## config.mk

```make
export PLATFORM = sky130hd
export DESIGN_NAME = debounce_sync
export DESIGN_NICKNAME = d
export VERILOG_FILES = /design/src/rtl/debounce_sync.sv
export SDC_FILE = /design/constraint.sdc
export NUM_CORES = 1
export LEC_CHECK = 0
export ABC_AREA = 1
export CAP_MARGIN = 10
export CORE_MARGIN = 2
export CORE_UTILIZATION = 52
export CTS_CLUSTER_DIAMETER = 50
export DETAILED_ROUTE_END_ITERATION = 7
export PLACE_DENSITY_LB_ADDON = 0.3
export SLEW_MARGIN = 20
export SYNTH_ARGS = -nofsm -noshare
export SYNTH_HDL_FRONTEND = slang
export SYNTH_SLANG_ARGS = --single-unit
```

## constraint.sdc

```tcl
create_clock -name clk -period 1.4 [get_ports clk]
set_input_delay 0.21 -clock clk [delete_from_list [all_inputs] [get_ports clk]]
set_output_delay 0.21 -clock clk [all_outputs]
set_load 0.02 [all_outputs]
```

## src/rtl/debounce_sync.sv

```systemverilog
// Level-input conditioner: multi-flop synchroniser followed by a 4-state debounce FSM
// producing a clean level, its complement, and one-cycle rise/fall pulses.
module debounce_sync #(
  parameter int SYNC_STAGES     = 2,
  parameter int DEBOUNCE_CYCLES = 4,
  parameter int CNT_W           = 16
) (
  input  logic clk,
  input  logic reset,
  input  logic din,
  output logic q,
  output logic qb,
  output logic rise,
  output logic fall,
  output logic busy
);

  localparam logic [1:0] ST_LOW   = 2'd0;
  localparam logic [1:0] CHK_HIGH = 2'd1;
  localparam logic [1:0] ST_HIGH  = 2'd2;
  localparam logic [1:0] CHK_LOW  = 2'd3;

  localparam logic [CNT_W-1:0] CNT_ONE  = CNT_W'(1);
  localparam logic [CNT_W-1:0] CNT_LAST = CNT_W'(DEBOUNCE_CYCLES - 1);

  logic [SYNC_STAGES-1:0] r_sync_p0;
  logic [1:0]             r_state;
  logic [CNT_W-1:0]       r_cnt;
  logic                   r_q;
  logic                   r_rise;
  logic                   r_fall;
  logic                   r_busy;

  logic                   w_s;
  logic [1:0]             w_state_nxt;
  logic [CNT_W-1:0]       w_cnt_nxt;
  logic                   w_q_nxt;
  logic                   w_rise_nxt;
  logic                   w_fall_nxt;

  assign w_s = r_sync_p0[SYNC_STAGES-1];

  // Any reversal of the synced level during qualification falls back to the stable state.
  always_comb begin
    w_state_nxt = r_state;
    w_cnt_nxt   = r_cnt;
    w_q_nxt     = r_q;
    w_rise_nxt  = 1'b0;
    w_fall_nxt  = 1'b0;
    case (r_state)
      ST_LOW: begin
        if (w_s) begin
          w_state_nxt = CHK_HIGH;
          w_cnt_nxt   = CNT_ONE;
        end
      end
      CHK_HIGH: begin
        if (!w_s) begin
          w_state_nxt = ST_LOW;
          w_cnt_nxt   = '0;
        end else if (r_cnt == CNT_LAST) begin
          w_state_nxt = ST_HIGH;
          w_cnt_nxt   = '0;
          w_q_nxt     = 1'b1;
          w_rise_nxt  = 1'b1;
        end else begin
          w_cnt_nxt   = r_cnt + CNT_ONE;
        end
      end
      ST_HIGH: begin
        if (!w_s) begin
          w_state_nxt = CHK_LOW;
          w_cnt_nxt   = CNT_ONE;
        end
      end
      CHK_LOW: begin
        if (w_s) begin
          w_state_nxt = ST_HIGH;
          w_cnt_nxt   = '0;
        end else if (r_cnt == CNT_LAST) begin
          w_state_nxt = ST_LOW;
          w_cnt_nxt   = '0;
          w_q_nxt     = 1'b0;
          w_fall_nxt  = 1'b1;
        end else begin
          w_cnt_nxt   = r_cnt + CNT_ONE;
        end
      end
      default: begin
        w_state_nxt = ST_LOW;
        w_cnt_nxt   = '0;
        w_q_nxt     = 1'b0;
      end
    endcase
  end

  // Synchroniser stage and FSM state register
  always_ff @(posedge clk or posedge reset) begin
    if (reset) begin
      r_sync_p0 <= '0;
      r_state   <= ST_LOW;
      r_cnt     <= '0;
      r_q       <= 1'b0;
      r_rise    <= 1'b0;
      r_fall    <= 1'b0;
      r_busy    <= 1'b0;
    end else begin
      r_sync_p0 <= {r_sync_p0[SYNC_STAGES-2:0], din};
      r_state   <= w_state_nxt;
      r_cnt     <= w_cnt_nxt;
      r_q       <= w_q_nxt;
      r_rise    <= w_rise_nxt;
      r_fall    <= w_fall_nxt;
      r_busy    <= (w_state_nxt == CHK_HIGH) || (w_state_nxt == CHK_LOW);
    end
  end

  assign q    = r_q;
  assign qb   = ~r_q;
  assign rise = r_rise;
  assign fall = r_fall;
  assign busy = r_busy;

endmodule

```

==> results of run 1 <==
==> flip-flops by register name, indices dropped and copies added (netlist names) <==
register   flops
r_state        2
fall           1
q              1
r_cnt         16
rise           1
r_sync_p0      2
==> cell families (layout without fill, tap and decap cells) <==
| group | Yosys count | count (layout) | share of synthesized area (%) |
|---|---|---|---|
| compound gates | 11 | 11 | 4.55 |
| xor+xnor | 4 | 4 | 2.71 |
| fa+ha+maj | 1 | 1 | 0.968 |
| buf+inv | 25 | 47 | 7.84 |
| flops | 23 | 23 | 44.5 |
| simple gates | 107 | 107 | 39.4 |
==> power by group through the flow <==
stage	Sequential, mW	Combinational, mW	Clock (mW)
after floorplan	0.856	0.456	0
after global placement	0.816	0.731	0
after detailed placement	0.824	0.748	0
after CTS	0.820	0.809	0.334
after global routing	0.850	1.03	0.364
final	0.837	0.952	0.322
==> layout by cell type, fill, tap and decap left out, types with 2 or more instances in the layout <==
cell type / count
nand3_2: 3
dfrtp_1: 19
nand2_4: 3
inv_4: 2
nand3_1: 8
clkbuf_4: 3
o21ai_0: 4
o21ai_1: 3
nor2_4: 6
nor2_1: 21
nand3_4: 4
buf_4: 12
inv_1: 18
inv_2: 4
dfrtp_2: 4
xnor2_1: 2
dlygate4sd2_1: 5
nor2_2: 8
xor2_1: 2
clkdlybuf4s50_1: 2
nand2_1: 37
nand2_2: 11
nand4_1: 2
==> critical path, cell delays in order (launching register included) <==
cell and delay (ps):
dfrtp_1 420, ha_4 180, inv_2 40, nor2_2 70, nand2_1 60, nor2_2 130
nand2_2 80, nand2_4 120, nand2_8 90, nand2_1 80, nor2_1 40
==> through the flow <==
| stage | setup TNS, ps | instance area, sq um | total power [mW] | setup slack (ps) | utilization [%] |
|---|---|---|---|---|---|
| 2_1_floorplan | 0 | 1290 | 1.31 | 43.2 | - |
| 3_3_place_gp | -18.0 | 1450 | 1.55 | -7.66 | 60.1 |
| 3_5_place_dp | -457 | 1450 | 1.57 | -57.5 | 60.1 |
| 4_1_cts | 0 | 1530 | 1.96 | 3.19 | 63.3 |
| 5_1_grt | -960 | 1650 | 2.25 | -95.3 | 68.6 |
| 6_report | -49.0 | 1650 | 2.11 | -16.0 | 68.6 |
==> worst max path at each step <==
stage	start	endpoint	slack, ps
final	r_cnt[1]$_DFFE_PP0P_	r_cnt[8]$_DFFE_PP0P_	-20
after global routing	r_sync_p0[1]$_DFF_PP0_	r_cnt[7]$_DFFE_PP0P_	-100
after CTS	r_cnt[0]$_DFFE_PP0P_	r_cnt[11]$_DFFE_PP0P_	3
after detailed placement	r_cnt[0]$_DFFE_PP0P_	r_cnt[7]$_DFFE_PP0P_	-60
after global placement	r_cnt[0]$_DFFE_PP0P_	r_cnt[7]$_DFFE_PP0P_	-8
after floorplan	r_cnt[0]$_DFFE_PP0P_	r_cnt[8]$_DFFE_PP0P_	40
==> layer usage <==
| metal | global-route usage, % | vias to the layer above |
|---|---|---|
| li1 | - | 575 |
| met1 | 28.3 | 554 |
| met2 | 34.6 | 17 |
| met3 | 3.33 | 6 |
| met4 | 8.97 | 0 |
| met5 | 0 | - |
==> timing repair <==
item,in CTS,in global routing
setup buffers,3,3
endpoints found under the setup margin,17,20
hold buffers,0,0
pin swaps,4,9
resized for setup,11,36
==> layout make-up <==
type | count | area share (%)
Multi-Input combinational cell | 123 | 45.7
Sequential cell | 23 | 35.1
Timing Repair Buffer | 19 | 9.31
Inverter | 24 | 5.75
Tap cell | 30 | 2.27
Clock buffer | 3 | 1.36
Clock inverter | 1 | 0.454
==> impl_metrics.csv, run 1 <==
group,metric,value,unit
routing,first_pass_iters,4,
setup_path,arrival,1630,ps
clock_network,clk_pin_slew,140,ps
synth,yosysMostFrequentCell,"nand2_1",
timing,fin_crit_sh,101,%
place,io_buffers,7,
timing,holdWs,233,ps
finish,layout-drive-gt1-share,33.7,%
setup_path,reg2reg_from,"r_cnt[1]$_DFFE_PP0P_",
routing,dr_wl_met2,1490,um
setup_path,crit_path_start_kind,"register",
setup_path,worst_r2r_endpoint,"r_cnt[8]$_DFFE_PP0P_",
synth,synthTopCellsByArea,"dfrtp_1 (45%), nand2_1 (14%), nor2_1 (7.6%)",
timing,setup_slack,-16.0,ps
outcome,outcome,"finished, violations left",
floorplanning,dieArea,2900,sq um
global_route,antenna_found_initial,0,
global_route,grt_usage,21.4,%
finish,finalNetCount,198,
power_and_ir_drop,netSwitchingFraction,42.5,%
outcome,violations,"setup timing",
synth,syn_area,1290,sq um
floorplanning,initial_core_util,53.6,%
floorplanning,die_w,53.9,um
synth,syn_avg_cell_area,7.56,sq um
synth,syn_inst,171,
routing,wl_met3,69,um
global_route,grt_overflow,0,
power_and_ir_drop,peakVddDrop,1060,uV
routing,drtIter0Drc,21,
finish,area_growth,27.9,%
timing,worstMarginPinSlew,305,ps
clock_network,clock_latency,320,ps
synth,ys.flop_type,"dfrtp_1",
timing,hold_violations,0,
place,dp.cells,215,
finish,stdcell_count,223,
timing,slew-limit-headroom,79.7,%
min_path,min_path_type,"in2async",
routing,drc,0,
synth,syn_nets,175,
flow_run,max_cap_viol_count,0,
clock_network,clockBufferDepth,2,
setup_path,required,1620,ps
place,place.gp.congestion,0.857,
routing,routed_wirelength,2920,um
finish,seq_area,581,sq um
finish,n_antenna_cell,0,
global_route,grt_pass1_vias,1019,
floorplanning,ios,8,
timing,skew,9.01,ps
power_and_ir_drop,p_seq_share,39.6,%
global_route,grt_pass1_wl,4410,um
routing,ant_nets,0,
synth,ys_ff_latch,23,
power_and_ir_drop,switchingPower,0.897,mW
setup_path,path_max_fanout,7,
routing,viasPerCell,5.17,
synth,postSynth.asyncResetShare,100,%
timing,fmax,706,MHz
synth,synth.distinct_cells,25,
floorplanning,die_y,53.9,um
synth,yosysWarnings,0,
power_and_ir_drop,combPwrFrac,45.1,%
routing,wl_met1,1300,um
floorplanning,core_area,2410,sq um
timing,rsz0062_at_grt,"yes",
timing,slew_violations,0,
clock_network,numCtsBuffers,3,
power_and_ir_drop,p_int,1.21,mW
timing,period_needed,1420,ps
power_and_ir_drop,pwr-share-clk,15.2,%
setup_path,endpoint_kind,"register",
clock_network,root_buffer,"clkbuf_4",
routing,topRoutingLayerUsed,"met4",
synth,synth_common_cells,"nand2_1 (47), nor2_1 (26), dfrtp_1 (23)",
routing,wl_per_cell,13.1,um
clock_network,cts.sinks,23,
synth,synth-edff-count,0,
power_and_ir_drop,power_density,1280,nW/um^2
synth,yosys.area.top_type,"dfrtp_1",
setup_path,r2r_slack,-20,ps
place,hpwl,1980,um
synth,seq_area_frac_synth,44.5,%
setup_path,path_class,"reg2reg",
clock_network,cts_max_level,1,
clock_network,cts_tree,"built",
timing,finalSetupViolCount,4,
synth,synth_top_area_share,44.5,%
floorplanning,rows,18,
finish,multiInputGateArea,756,sq um
setup_path,ff2ff_path_depth,10,
routing,via_count,1152,
global_route,grt_start_max_net_pins,24,
power_and_ir_drop,leakage,0.744,nW
finish,num-fill-cells,183,
Note: power is estimated with default switching activity, not from simulation.
==> run 2, diff against run 1 <==
--- a/config.mk
+++ b/config.mk
@@ -9,6 +9,7 @@
 export CAP_MARGIN = 10
 export CORE_MARGIN = 2
 export CORE_UTILIZATION = 52
+export CTS_BUF_LIST = sky130_fd_sc_hd__clkbuf_16
 export CTS_CLUSTER_DIAMETER = 50
 export DETAILED_ROUTE_END_ITERATION = 7
 export PLACE_DENSITY_LB_ADDON = 0.3
==> impl_metrics.csv, run 2 (synthesis gave the netlist of run 1 again) <==
group,metric,value,unit
outcome,outcome,"finished, violations left",
outcome,violations,"setup timing",
timing,fmax,706,MHz
setup_path,crit_start,"r_cnt[1]$_DFFE_PP0P_",
finish,final_common_cell,"nand2_1",
setup_path,r2r_slack,-20,ps
clock_network,cts_max_level,1,
power_and_ir_drop,power_density,1450,nW/um^2
floorplanning,die_y,53.9,um
floorplanning,ios,8,
floorplanning,core_area,2410,sq um
finish,top_register,"r_cnt",
timing,fin_crit_sh,101,%
routing,ant_nets,0,
global_route,grt_start_max_net_pins,24,
floorplanning,die_w,53.9,um
timing,hold_violations,0,
global_route,antenna_found_initial,0,
routing,via_count,1166,
routing,routed_wirelength,3020,um
setup_path,ff2ff_path_depth,8,
clock_network,cts.sinks,23,
clock_network,clk_pin_slew,60,ps
global_route,grt_usage,22.8,%
place,hpwl,1980,um
finish,finalNetCount,198,
power_and_ir_drop,peakVddDrop,1110,uV
clock_network,clockBufferDepth,2,
finish,reg.largest.list,"r_cnt: 16 flops, r_state: 2 flops, r_sync_p0: 2 flops",
place,place_ws,-57.5,ps
floorplanning,initial_core_util,53.6,%
min_path,min_path_type,"in2async",
timing,fin_setup_tns,-17.1,ps
setup_path,worst_r2r_endpoint,"r_cnt[7]$_DFFE_PP0P_",
finish,largest_reg_flops,16,
global_route,grt_pass1_vias,1055,
setup_path,reg2reg_from,"r_cnt[1]$_DFFE_PP0P_",
finish,area_growth,30.3,%
setup_path,crit_buf_inv,3,
clock_network,numCtsBuffers,3,
timing,skew,1.53,ps
timing,finalSetupViolCount,1,
setup_path,crit_cells,8,
routing,drtIter0Drc,62,
setup_path,required,1600,ps
timing,slew_violations,0,
finish,num-fill-cells,178,
timing,setup_slack,-17.1,ps
clock_network,cts_tree,"built",
flow_run,max_cap_viol_count,0,
clock_network,root_buffer,"clkbuf_16",
setup_path,path_max_fanout,4,
setup_path,slowest_stage,"dfrtp_1",
timing,slew-limit-headroom,80.1,%
finish,final_cell_mix,"nand2_1 (37), dfrtp_1 (23), nor2_1 (22)",
timing,rsz0062_at_grt,"yes",
finish,layout-drive-gt1-share,30.1,%
clock_network,clock_latency,260,ps
floorplanning,rows,18,
setup_path,crit_path_start_kind,"register",
setup_path,cp_slowest_stage_delay,380,ps
place,place.gp.congestion,0.857,
finish,n_antenna_cell,0,
routing,wl_per_cell,13.5,um
power_and_ir_drop,leakage,0.754,nW
routing,first_pass_iters,4,
timing,period_needed,1420,ps
routing,drc,0,
floorplanning,dieArea,2900,sq um
setup_path,arrival,1620,ps
timing,worstMarginPinSlew,299,ps
setup_path,endpoint_kind,"register",
setup_path,path_cells,"buf_4, buf_4, nand2_2, nor2_4, nand2_2, o21ai_0, nand3_2, inv_1",
setup_path,path_class,"reg2reg",
place,io_buffers,7,
finish,finalCoreUtilization,69.9,%
global_route,grt_overflow,0,
setup_path,path_delay_family,"simple AND/OR/NAND/NOR gates",
setup_path,crit_path_end,"r_cnt[7]$_DFFE_PP0P_",
routing,viasPerCell,5.23,
global_route,grt_pass1_wl,4710,um
-- run 2: cell types whose count changed in the layout (fill, tap and decap cells not counted), sizes merged --
cell / previous run / this run
dlymetal6s2s: 0 / 1
clkdlybuf4s50: 2 / 3
dlygate4sd2: 5 / 3
-- run 2: cell type report --
type | instances | area (sq um) | area share [%]
multi-input combinational | 123 | 732 | 43.5
sequential | 23 | 576 | 34.2
timing repair buffer | 19 | 159 | 9.44
inverter | 24 | 97.6 | 5.79
clock buffer | 3 | 75.1 | 4.46
tap | 30 | 37.5 | 2.23
clock inverter | 1 | 7.51 | 0.446
-- run 2: timing repair --
item,4_1_cts,5_1_grt
buffers inserted,2,2
hold buffers,0,0
resized for setup,6,30
setup endpoints to repair,14,18
pin swaps,4,12
-- run 2: worst reg2reg max path: cells and delay by family (launching register included) --
kind	cells	cell delay [ps]
flops	1	380
compound gates	1	280
simple gates	4	420
buf+inv	3	280
-- run 2: power breakdown --
group,leakage [nW],switching (mW),internal (mW)
logic,0.409,0.588,0.381
registers,0.308,0.0898,0.745
clock network,0.0371,0.244,0.387
-- run 2: routing by layer --
metal | global-route usage (%) | wire length (um) | vias up
li1 | - | - | 578
met1 | 31.9 | 1360 | 543
met5 | 0 | 0 | -
met4 | 8.55 | 51 | 0
met2 | 34.8 | 1500 | 37
met3 | 4.44 | 111 | 8
-- run 2: stage by stage --
| stage | hold WS, ps | instance area (sq um) | instances | power, mW |
|---|---|---|---|---|
| CTS | 333 | 1560 | 221 | 2.25 |
| global placement | 345 | 1450 | 215 | 1.55 |
| finish | 310 | 1680 | 223 | 2.44 |
| detailed placement | 347 | 1450 | 215 | 1.57 |
| global route | 367 | 1680 | 223 | 2.58 |
| floorplan | 212 | 1290 | 171 | 1.31 |
-- run 2: worst min path at each step --
stage          slack (ps)                      to  depth (start not counted)                    from
2_1_floorplan         210          fall$_DFF_PP0_                          1                   reset
4_1_cts               330    r_cnt[7]$_DFFE_PP0P_                          3                   reset
5_1_grt               370    r_cnt[7]$_DFFE_PP0P_                          3                   reset
3_5_place_dp          350  r_sync_p0[1]$_DFF_PP0_                          0  r_sync_p0[0]$_DFF_PP0_
6_report              310    r_cnt[9]$_DFFE_PP0P_                          3                   reset
3_3_place_gp          340  r_sync_p0[1]$_DFF_PP0_                          0  r_sync_p0[0]$_DFF_PP0_
==> run 3, diff against run 2 <==
--- a/config.mk
+++ b/config.mk
@@ -7,7 +7,6 @@
 export LEC_CHECK = 0
 export ABC_AREA = 1
 export CAP_MARGIN = 10
-export CORE_MARGIN = 2
 export CORE_UTILIZATION = 52
 export CTS_BUF_LIST = sky130_fd_sc_hd__clkbuf_16
 export CTS_CLUSTER_DIAMETER = 50
==> constraint.sdc (replaced) <==
create_clock -name clk -period 1.4 [get_ports clk]
set_input_delay 0.21 -clock clk [delete_from_list [all_inputs] [get_ports clk]]
set_output_delay 0.21 -clock clk [all_outputs]
set_load 0.1 [all_outputs]
==> impl_metrics.csv, run 3 (synthesis gave the netlist of run 1 again) <==
group,metric,value,unit
outcome,outcome,"finished, violations left",
outcome,violations,"setup timing",
place,io_buffers,7,
finish,layout-drive-gt1-share,25.4,%
global_route,grt_pass1_wl,4840,um
timing,hold_violations,0,
floorplanning,initial_core_util,56.8,%
clock_network,clockBufferDepth,2,
setup_path,cp_slowest_stage_delay,390,ps
clock_network,root_buffer,"clkbuf_16",
power_and_ir_drop,p_int,1.63,mW
min_path,min_path_type,"in2async",
timing,fmax,703,MHz
finish,n_antenna_cell,0,
finish,area_growth,27.3,%
finish,finalCoreUtilization,72.3,%
timing,worstMarginPinSlew,308,ps
power_and_ir_drop,p_seq_share,30.6,%
power_and_ir_drop,power.total,2.77,mW
place,place_ws,-71.1,ps
global_route,grt_usage,25.2,%
setup_path,crit_path_start_kind,"register",
routing,ant_nets,0,
timing,fin_setup_tns,-170,ps
power_and_ir_drop,power_density,1690,nW/um^2
setup_path,path_max_fanout,5,
flow_run,max_cap_viol_count,0,
setup_path,crit_buf_inv,2,
finish,finalNetCount,194,
floorplanning,die_y,51.9,um
timing,holdWs,285,ps
power_and_ir_drop,pwr-share-clk,21.9,%
global_route,grt_overflow,0,
routing,routed_wirelength,2960,um
setup_path,r2r_slack,-20,ps
power_and_ir_drop,netSwitchingFraction,41.4,%
routing,drtIter0Drc,46,
setup_path,endpoint_kind,"register",
finish,final_cell_mix,"nand2_1 (44), nor2_1 (25), dfrtp_1 (21)",
routing,drc,0,
setup_path,arrival,1590,ps
place,place.gp.congestion,0.907,
timing,rsz0062_at_grt,"yes",
power_and_ir_drop,leakage,0.734,nW
floorplanning,die_w,51.9,um
power_and_ir_drop,switchingPower,1.15,mW
finish,largest_reg_flops,16,
clock_network,cts_tree,"built",
clock_network,numCtsBuffers,3,
setup_path,path_delay_family,"compound AO/OA/AOI/OAI gates",
setup_path,path_class,"reg2reg",
timing,skew,3.72,ps
finish,top_register,"r_cnt",
place,placed_area,1490,sq um
routing,first_pass_iters,4,
clock_network,cts_max_level,1,
global_route,grt_start_max_net_pins,14,
finish,reg.largest.list,"r_cnt: 16 flops, r_state: 2 flops, r_sync_p0: 2 flops",
routing,viasPerCell,5.26,
floorplanning,ios,8,
setup_path,required,1570,ps
clock_network,clock_latency,260,ps
clock_network,hold_buffers,0,
floorplanning,dieArea,2690,sq um
routing,wl_per_cell,13.6,um
timing,slew-limit-headroom,79.5,%
timing,fin_crit_sh,102,%
power_and_ir_drop,combPwrFrac,47.5,%
routing,via_count,1141,
timing,setup_slack,-21.7,ps
floorplanning,core_area,2280,sq um
place,dp.cells,211,
finish,stdcell_count,217,
power_and_ir_drop,peakVddDrop,1530,uV
finish,final_common_cell,"nand2_1",
timing,slew_violations,0,
global_route,antenna_found_initial,0,
finish,design_area,1650,sq um
global_route,grt_pass1_vias,1136,
clock_network,clk_pin_slew,60,ps
setup_path,path_cells,"inv_1, nand2_1, a21oi_1, nand2_4, buf_12, o21ai_0",
clock_network,cts.sinks,23,
floorplanning,rows,17,
timing,period_needed,1420,ps
place,hpwl,2090,um
setup_path,slowest_stage,"dfrtp_1",
timing,finalSetupViolCount,13,
-- run 3: metal layers --
layer | vias to the layer above | part of all wire (%) | GRT usage [%] | wire length, um
met4 | 0 | 1.8 | 10.8 | 53
met3 | 9 | 3.8 | 4.68 | 113
met2 | 35 | 51 | 41.9 | 1520
li1 | 563 | - | - | -
met1 | 534 | 43 | 31.6 | 1270
met5 | - | 0 | 0 | 0
-- run 3: path summary, 6_finish.rpt --
kind                       cells after the start                    from                     end
max                                            6    r_state[1]$_DFF_PP0_    r_cnt[2]$_DFFE_PP0P_
min                                            3                   reset   r_cnt[13]$_DFFE_PP0P_
max reg2reg                                    6    r_state[1]$_DFF_PP0_    r_cnt[2]$_DFFE_PP0P_
min reg2reg                                    0  r_sync_p0[0]$_DFF_PP0_  r_sync_p0[1]$_DFF_PP0_
max in group asynchronous                      3                   reset           q$_DFFE_PP0P_
min in group clk                               0  r_sync_p0[0]$_DFF_PP0_  r_sync_p0[1]$_DFF_PP0_
-- run 3: layout make-up --
class	count	area, sq um
multi-input cells	123	662
fillers	154	631
flip-flops and latches	23	583
repair buffers	15	193
inverters	24	93.8
clock buffers	3	75.1
well taps	28	35.0
clock inverters	1	3.75
-- run 3: power by group through the flow --
stage | Clock, mW | Combinational (mW) | Sequential, mW
floorplan | 0 | 0.547 | 1.06
global placement | 0 | 1.13 | 0.839
detailed placement | 0 | 1.16 | 0.843
CTS | 0.612 | 1.26 | 0.846
global route | 0.643 | 1.40 | 0.856
finish | 0.607 | 1.32 | 0.849
-- run 3: worst min-delay path, stage by stage --
cell and delay [ps]:
clkdlybuf4s50_1 410, inv_1 80, buf_4 190
-- run 3: what timing repair did --
action | CTS | global route
buffers inserted | 2 | 0
cloned | 0 | 0
pin swaps | 0 | 2
endpoints found under the setup margin | 12 | 19
hold endpoints to repair | 0 | 0
resized for setup | 4 | 7
